`src/rtl/dl_write_ctl_if.sv`:
```
// Load-request handshake between the host and the delay-line write sequencer.
// The master raises ld_req and the slave answers with ld_ack and busy.
interface dl_write_ctl_if #(
  parameter int BITS = 28
) ();
  logic            ld_req;
  logic [1:0]      ld_chan;
  logic [BITS-1:0] ld_data;
  logic            ld_ack;
  logic            busy;

  modport master (
    output ld_req,
    output ld_chan,
    output ld_data,
    input  ld_ack,
    input  busy
  );

  modport slave (
    input  ld_req,
    input  ld_chan,
    input  ld_data,
    output ld_ack,
    output busy
  );
endinterface

```
`src/rtl/dl_write_ctl.sv`:
```
// Write-side sequencer for a 4-channel serial delay line: recirculates sense-amp bits or inserts a loaded word.
// Optional feature macro DL_PARITY_EN: generated odd-parity MSB plus a sticky recirculation parity checker.
module dl_write_ctl #(
  parameter int BITS = 28,
  parameter int BW   = 5
) (
  input  logic              clk,
  input  logic              rst,
  input  logic              sa_in,
  dl_write_ctl_if.slave     ld,
  output logic              dl_out,
  output logic [1:0]        phase,
  output logic [BW-1:0]     bit_idx,
  output logic              word_sync,
  output logic              perr
);

  localparam logic [BW-1:0] LAST_BIT = BW'(BITS - 1);

  typedef enum logic [1:0] {
    S_IDLE   = 2'd0,
    S_ARMED  = 2'd1,
    S_INSERT = 2'd2
  } state_t;

  state_t          state_q, state_d;
  logic [1:0]      phase_q, phase_d;
  logic [BW-1:0]   bit_q, bit_d;
  logic [BITS-1:0] shadow_q, shadow_d;
  logic [1:0]      chan_q, chan_d;
  logic            ack_q, ack_d;
  logic            busy_q, busy_d;
  logic            dl_q, dl_d;
  logic            word_sync_s;
  logic            accept_s;
  logic            insert_slot_s;
  logic [BITS-1:0] new_word_s;

  assign word_sync_s   = (phase_q == 2'd3) && (bit_q == LAST_BIT);
  assign insert_slot_s = (state_q == S_INSERT) && (phase_q == chan_q);

`ifdef DL_PARITY_EN
  assign new_word_s = {~^ld.ld_data[BITS-2:0], ld.ld_data[BITS-2:0]};
`else
  assign new_word_s = ld.ld_data;
`endif

  always_comb begin
    phase_d = phase_q + 2'd1;
    bit_d   = bit_q;
    if (phase_q == 2'd3) begin
      bit_d = (bit_q == LAST_BIT) ? {BW{1'b0}} : bit_q + BW'(1);
    end else begin
      bit_d = bit_q;
    end
  end

  // Requests are only ever accepted on the last slot of a word, so insertion spans one whole word.
  always_comb begin
    state_d  = state_q;
    accept_s = 1'b0;
    case (state_q)
      S_IDLE: begin
        if (ld.ld_req && word_sync_s) begin
          accept_s = 1'b1;
          state_d  = S_INSERT;
        end else if (ld.ld_req) begin
          state_d = S_ARMED;
        end else begin
          state_d = S_IDLE;
        end
      end
      S_ARMED: begin
        if (!ld.ld_req) begin
          state_d = S_IDLE;
        end else if (word_sync_s) begin
          accept_s = 1'b1;
          state_d  = S_INSERT;
        end else begin
          state_d = S_ARMED;
        end
      end
      S_INSERT: begin
        if (word_sync_s && ld.ld_req) begin
          accept_s = 1'b1;
          state_d  = S_INSERT;
        end else if (word_sync_s) begin
          state_d = S_IDLE;
        end else begin
          state_d = S_INSERT;
        end
      end
      default: begin
        state_d = S_IDLE;
      end
    endcase
  end

  always_comb begin
    shadow_d = accept_s ? new_word_s : shadow_q;
    chan_d   = accept_s ? ld.ld_chan : chan_q;
    ack_d    = accept_s;
    if (accept_s) begin
      busy_d = 1'b1;
    end else if ((state_q == S_INSERT) && word_sync_s) begin
      busy_d = 1'b0;
    end else begin
      busy_d = busy_q;
    end
    dl_d = insert_slot_s ? shadow_q[bit_q] : sa_in;
  end

  always_ff @(posedge clk or posedge rst) begin
    if (rst) begin
      state_q  <= S_IDLE;
      phase_q  <= 2'd0;
      bit_q    <= {BW{1'b0}};
      shadow_q <= {BITS{1'b0}};
      chan_q   <= 2'd0;
      ack_q    <= 1'b0;
      busy_q   <= 1'b0;
      dl_q     <= 1'b0;
    end else begin
      state_q  <= state_d;
      phase_q  <= phase_d;
      bit_q    <= bit_d;
      shadow_q <= shadow_d;
      chan_q   <= chan_d;
      ack_q    <= ack_d;
      busy_q   <= busy_d;
      dl_q     <= dl_d;
    end
  end

`ifdef DL_PARITY_EN
  logic [3:0] par_q, par_d;
  logic       perr_q, perr_d;

  // Channel 3's final bit is still on sa_in at word_sync, so it is folded in here.
  always_comb begin
    par_d  = par_q;
    perr_d = perr_q;
    for (int c = 0; c < 4; c++) begin
      if (word_sync_s) begin
        if (!(par_q[c] ^ ((c == 3) ? sa_in : 1'b0)) &&
            !((state_q == S_INSERT) && (chan_q == 2'(c)))) begin
          perr_d = 1'b1;
        end else begin
          perr_d = perr_d;
        end
        par_d[c] = 1'b0;
      end else if (phase_q == 2'(c)) begin
        par_d[c] = par_q[c] ^ sa_in;
      end else begin
        par_d[c] = par_q[c];
      end
    end
  end

  always_ff @(posedge clk or posedge rst) begin
    if (rst) begin
      par_q  <= 4'd0;
      perr_q <= 1'b0;
    end else begin
      par_q  <= par_d;
      perr_q <= perr_d;
    end
  end

  assign perr = perr_q;
`else
  assign perr = 1'b0;
`endif

  assign ld.ld_ack = ack_q;
  assign ld.busy   = busy_q;
  assign dl_out    = dl_q;
  assign phase     = phase_q;
  assign bit_idx   = bit_q;
  assign word_sync = word_sync_s;

endmodule
```
`src/flat_wrapper.sv`:
```
// flat-port wrapper written by rule: the top's interface ports become plain ports
module dl_write_ctl_flat 
#(
  parameter int BITS = 28,
  parameter int BW   = 5
)
  (clk, rst, sa_in, dl_out, phase, bit_idx, word_sync, perr, ld_ld_req, ld_ld_chan, ld_ld_data, ld_ld_ack, ld_busy);
  dl_write_ctl_if #(.BITS(BITS)) ld_i ();
  input  logic clk;
  input  logic rst;
  input  logic sa_in;
  output logic dl_out;
  output logic [1:0] phase;
  output logic [BW-1:0] bit_idx;
  output logic word_sync;
  output logic perr;
  input wire logic [$bits(ld_i.ld_req)-1:0] ld_ld_req;
  input wire logic [$bits(ld_i.ld_chan)-1:0] ld_ld_chan;
  input wire logic [$bits(ld_i.ld_data)-1:0] ld_ld_data;
  output wire logic [$bits(ld_i.ld_ack)-1:0] ld_ld_ack;
  output wire logic [$bits(ld_i.busy)-1:0] ld_busy;
  assign ld_i.ld_req = ld_ld_req;
  assign ld_i.ld_chan = ld_ld_chan;
  assign ld_i.ld_data = ld_ld_data;
  assign ld_ld_ack = ld_i.ld_ack;
  assign ld_busy = ld_i.busy;
  dl_write_ctl #(.BITS(BITS), .BW(BW)) u_core (.clk(clk), .rst(rst), .sa_in(sa_in), .ld(ld_i), .dl_out(dl_out), .phase(phase), .bit_idx(bit_idx), .word_sync(word_sync), .perr(perr));
endmodule
```
`config.mk`:
```
export PLATFORM = sky130hd
export DESIGN_NAME = dl_write_ctl_flat
export DESIGN_NICKNAME = d
export VERILOG_FILES = /design/src/rtl/dl_write_ctl_if.sv /design/src/rtl/dl_write_ctl.sv /design/src/flat_wrapper.sv
export SDC_FILE = /design/constraint.sdc
export NUM_CORES = 1
export LEC_CHECK = 0
export CAP_MARGIN = 20
export CORE_MARGIN = 4
export CORE_UTILIZATION = 48
export CTS_CLUSTER_SIZE = 12
export DETAILED_ROUTE_END_ITERATION = 16
export PLACE_DENSITY_LB_ADDON = 0.2
export SLEW_MARGIN = 15
export SYNTH_ARGS = -nofsm -noshare
export SYNTH_HDL_FRONTEND = slang
export SYNTH_SLANG_ARGS = --single-unit
```
`constraint.sdc`:
```
create_clock -name clk -period 4.55 [get_ports clk]
set_clock_uncertainty 0.05 [all_clocks]
set_input_delay 0.6825 -clock clk [delete_from_list [all_inputs] [get_ports clk]]
set_output_delay 0.6825 -clock clk [all_outputs]
set_load 0.05 [all_outputs]
```
## Word level (Yosys, flattened, before mapping)

Cells that the tools add are included.

- Reductions and logical operators: 7
- Equality and inequality tests: 5
- Add/sub/neg operators: 2
- Multiplexer cells: 17
- Order comparisons: 1

Operator list:

| kind | count |
|---|---|
| 2-to-1 mux 2 bit | 5 |
| 2-to-1 mux 1 bit | 8 |
| less-than comparator 5 x 6 -> 1 bit (second input constant) | 1 |
| case mux 2 bit (3 select lines) | 1 |
| adder 5 x 1 -> 5 bit (second input constant) | 1 |
| binary-select mux 1 bit (select 5 bit) | 1 |
| == test 5 bit (second input constant) | 1 |
| 2-to-1 mux 5 bit | 1 |
| == test 2 bit (second input constant) | 2 |
| logical AND 1 bit | 4 |
| adder 2 x 1 -> 2 bit (second input constant) | 1 |
| == test 2 x 1 -> 1 bit (second input constant) | 1 |
| == test 2 bit | 1 |
| logical NOT 2 bit | 1 |
| case mux 1 bit (2 select lines) | 1 |
| nonzero test 2 bit | 1 |
| OR reduction 2 bit | 1 |

- Word-level logic and storage cells: 40
- Bits in registers: 42

## Depth between registers and ports, before layout

- Depth after elaboration: 6
- Mapped depth: 7
- Gate-level depth less buffers: 5

## Worst setup path before layout

No wires, ideal clock.

- Kind: register to register
- From: register u_core.bit_q[3], in the netlist u_core.bit_idx[3]
- To: register u_core.chan_q[0]
- Path buffers: 2
- Data arrival time: 1.936 ns
- Path slack: 2.439 ns
- Clock period less this slack: 2.111 ns
- Stages on the path, launching flop included: 8
- Path through: dfrtp_1 buf_4 and3b_1 nand3_2 clkinv_2 nand3_4 buf_6 mux2_4

- Cells in the longest elaborated chain, start to end: 5
- Elaborated cells between the ends (all ways): 7
- Those cells by class: 1 x eq/ne; 4 x mux; 2 x reduce/logical

RTL lines:

| item | RTL line | RTL |
|---|---|---|
| start, declared | dl_write_ctl.sv:28 | `logic [BW-1:0] bit_q, bit_d;` |
| start signal, assigned | dl_write_ctl.sv:117 | `bit_q <= {BW{1'b0}};` |
| start signal, assigned | dl_write_ctl.sv:126 | `bit_q <= bit_d;` |
| == test 5 bit (*) | dl_write_ctl.sv:39 | `assign word_sync_s = (phase_q == 2'd3) && (bit_q == LAST_BIT);` |
| logical AND 1 bit (*) | dl_write_ctl.sv:39 |  |
| named net word_sync | flat_wrapper.sv:15 | `output logic word_sync;` |
| 2-to-1 mux 1 bit or logical AND 1 bit (tied branches) | dl_write_ctl.sv:76, dl_write_ctl.sv:64, dl_write_ctl.sv:84 |  |
| 2-to-1 mux 1 bit (on tied branches) | dl_write_ctl.sv:74, dl_write_ctl.sv:64, dl_write_ctl.sv:84 |  |
| case mux 1 bit (2 select lines) (*) | dl_write_ctl.sv:62 | `case (state_q)` |
| end signal, assigned | dl_write_ctl.sv:128 | `chan_q <= chan_d;` |
| end, declared | dl_write_ctl.sv:30 | `logic [1:0] chan_q, chan_d;` |

The timed path passes the listed nets; every way through them passes the cells marked *.
A chain may end at the register's enable or synchronous reset.

## Worst setup path in the final report

- From: register u_core.bit_q[0], in the netlist u_core.bit_idx[0]
- To: output port word_sync

- Cells in the longest elaborated chain, start to end: 2

RTL lines:

| item | RTL line |
|---|---|
| == test 5 bit | dl_write_ctl.sv:39 |
| logical AND 1 bit | dl_write_ctl.sv:39 |
| end, declared | flat_wrapper.sv:15 |

No other way between the ends.

==> reports/results.ini <==
[outcome]
status=complete, no violations

[global_route]
grt_max_degree=32
grt_pass1_wl_um=6600
antenna_found_initial=0
gr-total-overflow=0
grt_pass1_vias=1390
grt_usage_pct=16.7

[setup_path]
critPathKind=reg -> out
cp_max_fo=11
startpoint_type=flop
crit_arrival_ps=2320
cp_cell_sequence=ha_1 > nand3_2 > clkinv_2 > clkdlybuf4s50_1
critPathRequiredTime_ps=3820
cp_slowest_cell=clkdlybuf4s50_1
reg2reg_from=u_core.bit_idx[0]$_DFFE_PP0N_
critPathCaptureType=primary output
cpPeakStageDelay_ps=810
r2r_cells=5
r2r_setup_slack_ps=2170
r2r-end=u_core.shadow_q[25]$_DFFE_PP0P_

[timing]
setup_viol=0
min_period_over_period_pct=67.1
finalCriticalPeriod_ps=3050
hold_viol_final=0
slew_headroom_pct=38.7
tns_ps=0
rsz0062_at_grt=no
fmax_mhz=328
worst_slew_pin_slew_ps=919
timing.hold.ws_ps=440
drv_slew=0

[final_layout]
drive_above_1_share_pct=27.5
final_common_cell=clkdlybuf4s50_1
multiInputGateArea_um2=891
antenna_cells=0
final_nets=217
n_fill_cell=312
final_cell_mix=clkdlybuf4s50_1 (44), dfrtp_1 (42), mux2_4 (29)
area_growth_pct=26.1
seqCellArea_um2=1050

[yosys]
seq_area_frac_synth_pct=51.5
syn_nets=173
syn_inst=137
synth_edf_count=0
ys_types=32
syn_area_um2=2040
ys_ff_latch=42
syn_avg_cell_area_um2=14.9
synth_warnings=0
ys.flop_type=dfrtp_1
synthArstFlopShare_pct=100

[floorplan]
fp-row-count=23
die-width_um=73.2
die_h_um=73.2
initial_core_util_pct=50.3
design.core.area_um2=4060
dieArea_um2=5360
ioPinCount=46

[flow_run]
maxCapViolCount=0

[cts]
clock-root-buffer=clkbuf_8
cts_buffer_depth=2
clkTransAtPathRegs_ps=80
cts_tree=done
htreeDepth=2
cts_buffers=5
cts-resized-gates=0
clkSinkCount=42
cts_post_setup_buffers_inserted=0
clock_latency_ps=300
postCtsHoldBufs=0

[drt]
drtIter0Drc=83
vias_per_cell=5.36
drc=0
wl_um=3910
dr_total_vias=1243
wl_per_cell_um=16.9
ant_nets=0
drt_pass1_iterations=4

[worst_hold_path]
min_path_cells=1
min_to=u_core.state_q[0]$_DFF_PP0_
hp-start=u_core.state_q[1]$_DFF_PP0_
worstHoldPathType=reg -> reg

[pwr]
max-vdd-ir-drop_uv=169
powerDensity_nw_per_um2=257
p_leak_uw=0.00126

[placement]
routabilityCongestion=0.833
port-buffer-count=44
hpwl_um=2900

-- critical path: cells and delay by family (launching register included) --
family | cells | cell delay [ps]
adder cells (fa/ha/maj) | 1 | 320
buffers and inverters | 2 | 930
flip-flops | 1 | 670
AND/OR/NAND/NOR | 1 | 110
-- layer usage --
| layer | share of wire (%) | vias up | global-route usage [%] |
|---|---|---|---|
| li1 | - | 572 | - |
| met1 | 41 | 621 | 19.5 |
| met2 | 50 | 40 | 27.5 |
| met3 | 5.9 | 10 | 5.51 |
| met4 | 2.7 | 0 | 8.40 |
| met5 | 0 | - | 0 |
-- state kept, by name, indices dropped and copies added (netlist names) --
name and count:
u_core.phase 2, u_core.ld.ld_ack 1, u_core.bit_idx 5, u_core.ld.busy 1, u_core.dl_out 1, u_core.shadow_q 28
u_core.state_q 2, u_core.chan_q 2
-- where the power goes --
part | internal, uW | switching, uW
Clock | 122 | 122
Combinational | 27.3 | 15.8
Sequential | 374 | 0.292
Total | 523 | 139
-- per-stage QoR --
step                setup slack, ps  total power (uW)  std cells  cell area (um2)  util (%)
finish                         1500               662        232             2570      63.4
CTS                            1460               674        232             2570      63.4
global placement               1880               424        224             2480      61.1
detailed placement             1800               425        224             2480      61.1
floorplan                      2440               393        137             2040         -
global route                   1310               688        232             2570      63.4
-- cells in the mapped netlist (2+ instances only) --
cell | number | area, um2
o21ai_0 | 4 | 20.0
inv_1 | 6 | 22.5
buf_6 | 4 | 45.0
nand3_1 | 2 | 10.0
mux2_4 | 29 | 435
mux2_2 | 4 | 45.0
buf_4 | 2 | 15.0
dfrtp_1 | 42 | 1050
mux2i_1 | 2 | 20.0
nand2_1 | 6 | 22.5
xor2_1 | 3 | 26.3
nor2_1 | 4 | 15.0
mux4_2 | 6 | 135
ha_1 | 2 | 25.0
nor3_1 | 2 | 10.0
buf_2 | 2 | 10.0
a21oi_1 | 2 | 10.0
-- cells by family (layout without fill, tap and decap cells) --
family          after synthesis  in the layout  synth area share [%]
compound gates               13             13                  4.23
fa+ha+maj                     2              2                  1.23
buf+inv                      15             60                  4.78
mux                          41             41                  31.2
other cells                   1              1                 0.184
flops                        42             42                  51.5
xor+xnor                      3              3                  1.29
simple gates                 20             20                  5.58
-- final cells by class --
| class | instances | area share, % |
|---|---|---|
| multi-input cells | 80 | 34.6 |
| clock inverters | 1 | 0.195 |
| flip-flops and latches | 42 | 40.9 |
| repair buffers | 45 | 17.4 |
| inverters | 7 | 1.07 |
| well taps | 50 | 2.43 |
| clock buffers | 7 | 3.36 |
-- how the worst max path moves through the flow --
stage	startpoint	to	slack (ps)	cells after the start
6_report	u_core.bit_idx[0]$_DFFE_PP0N_	word_sync	1500	4
2_1_floorplan	u_core.bit_idx[3]$_DFFE_PP0N_	u_core.chan_q[0]$_DFFE_PP0P_	2440	7
4_1_cts	u_core.bit_idx[0]$_DFFE_PP0N_	word_sync	1460	4
3_5_place_dp	u_core.bit_idx[0]$_DFFE_PP0N_	word_sync	1800	4
3_3_place_gp	u_core.bit_idx[0]$_DFFE_PP0N_	word_sync	1880	4
5_1_grt	u_core.bit_idx[0]$_DFFE_PP0N_	word_sync	1310	4
(Power assumes the default switching activity.)
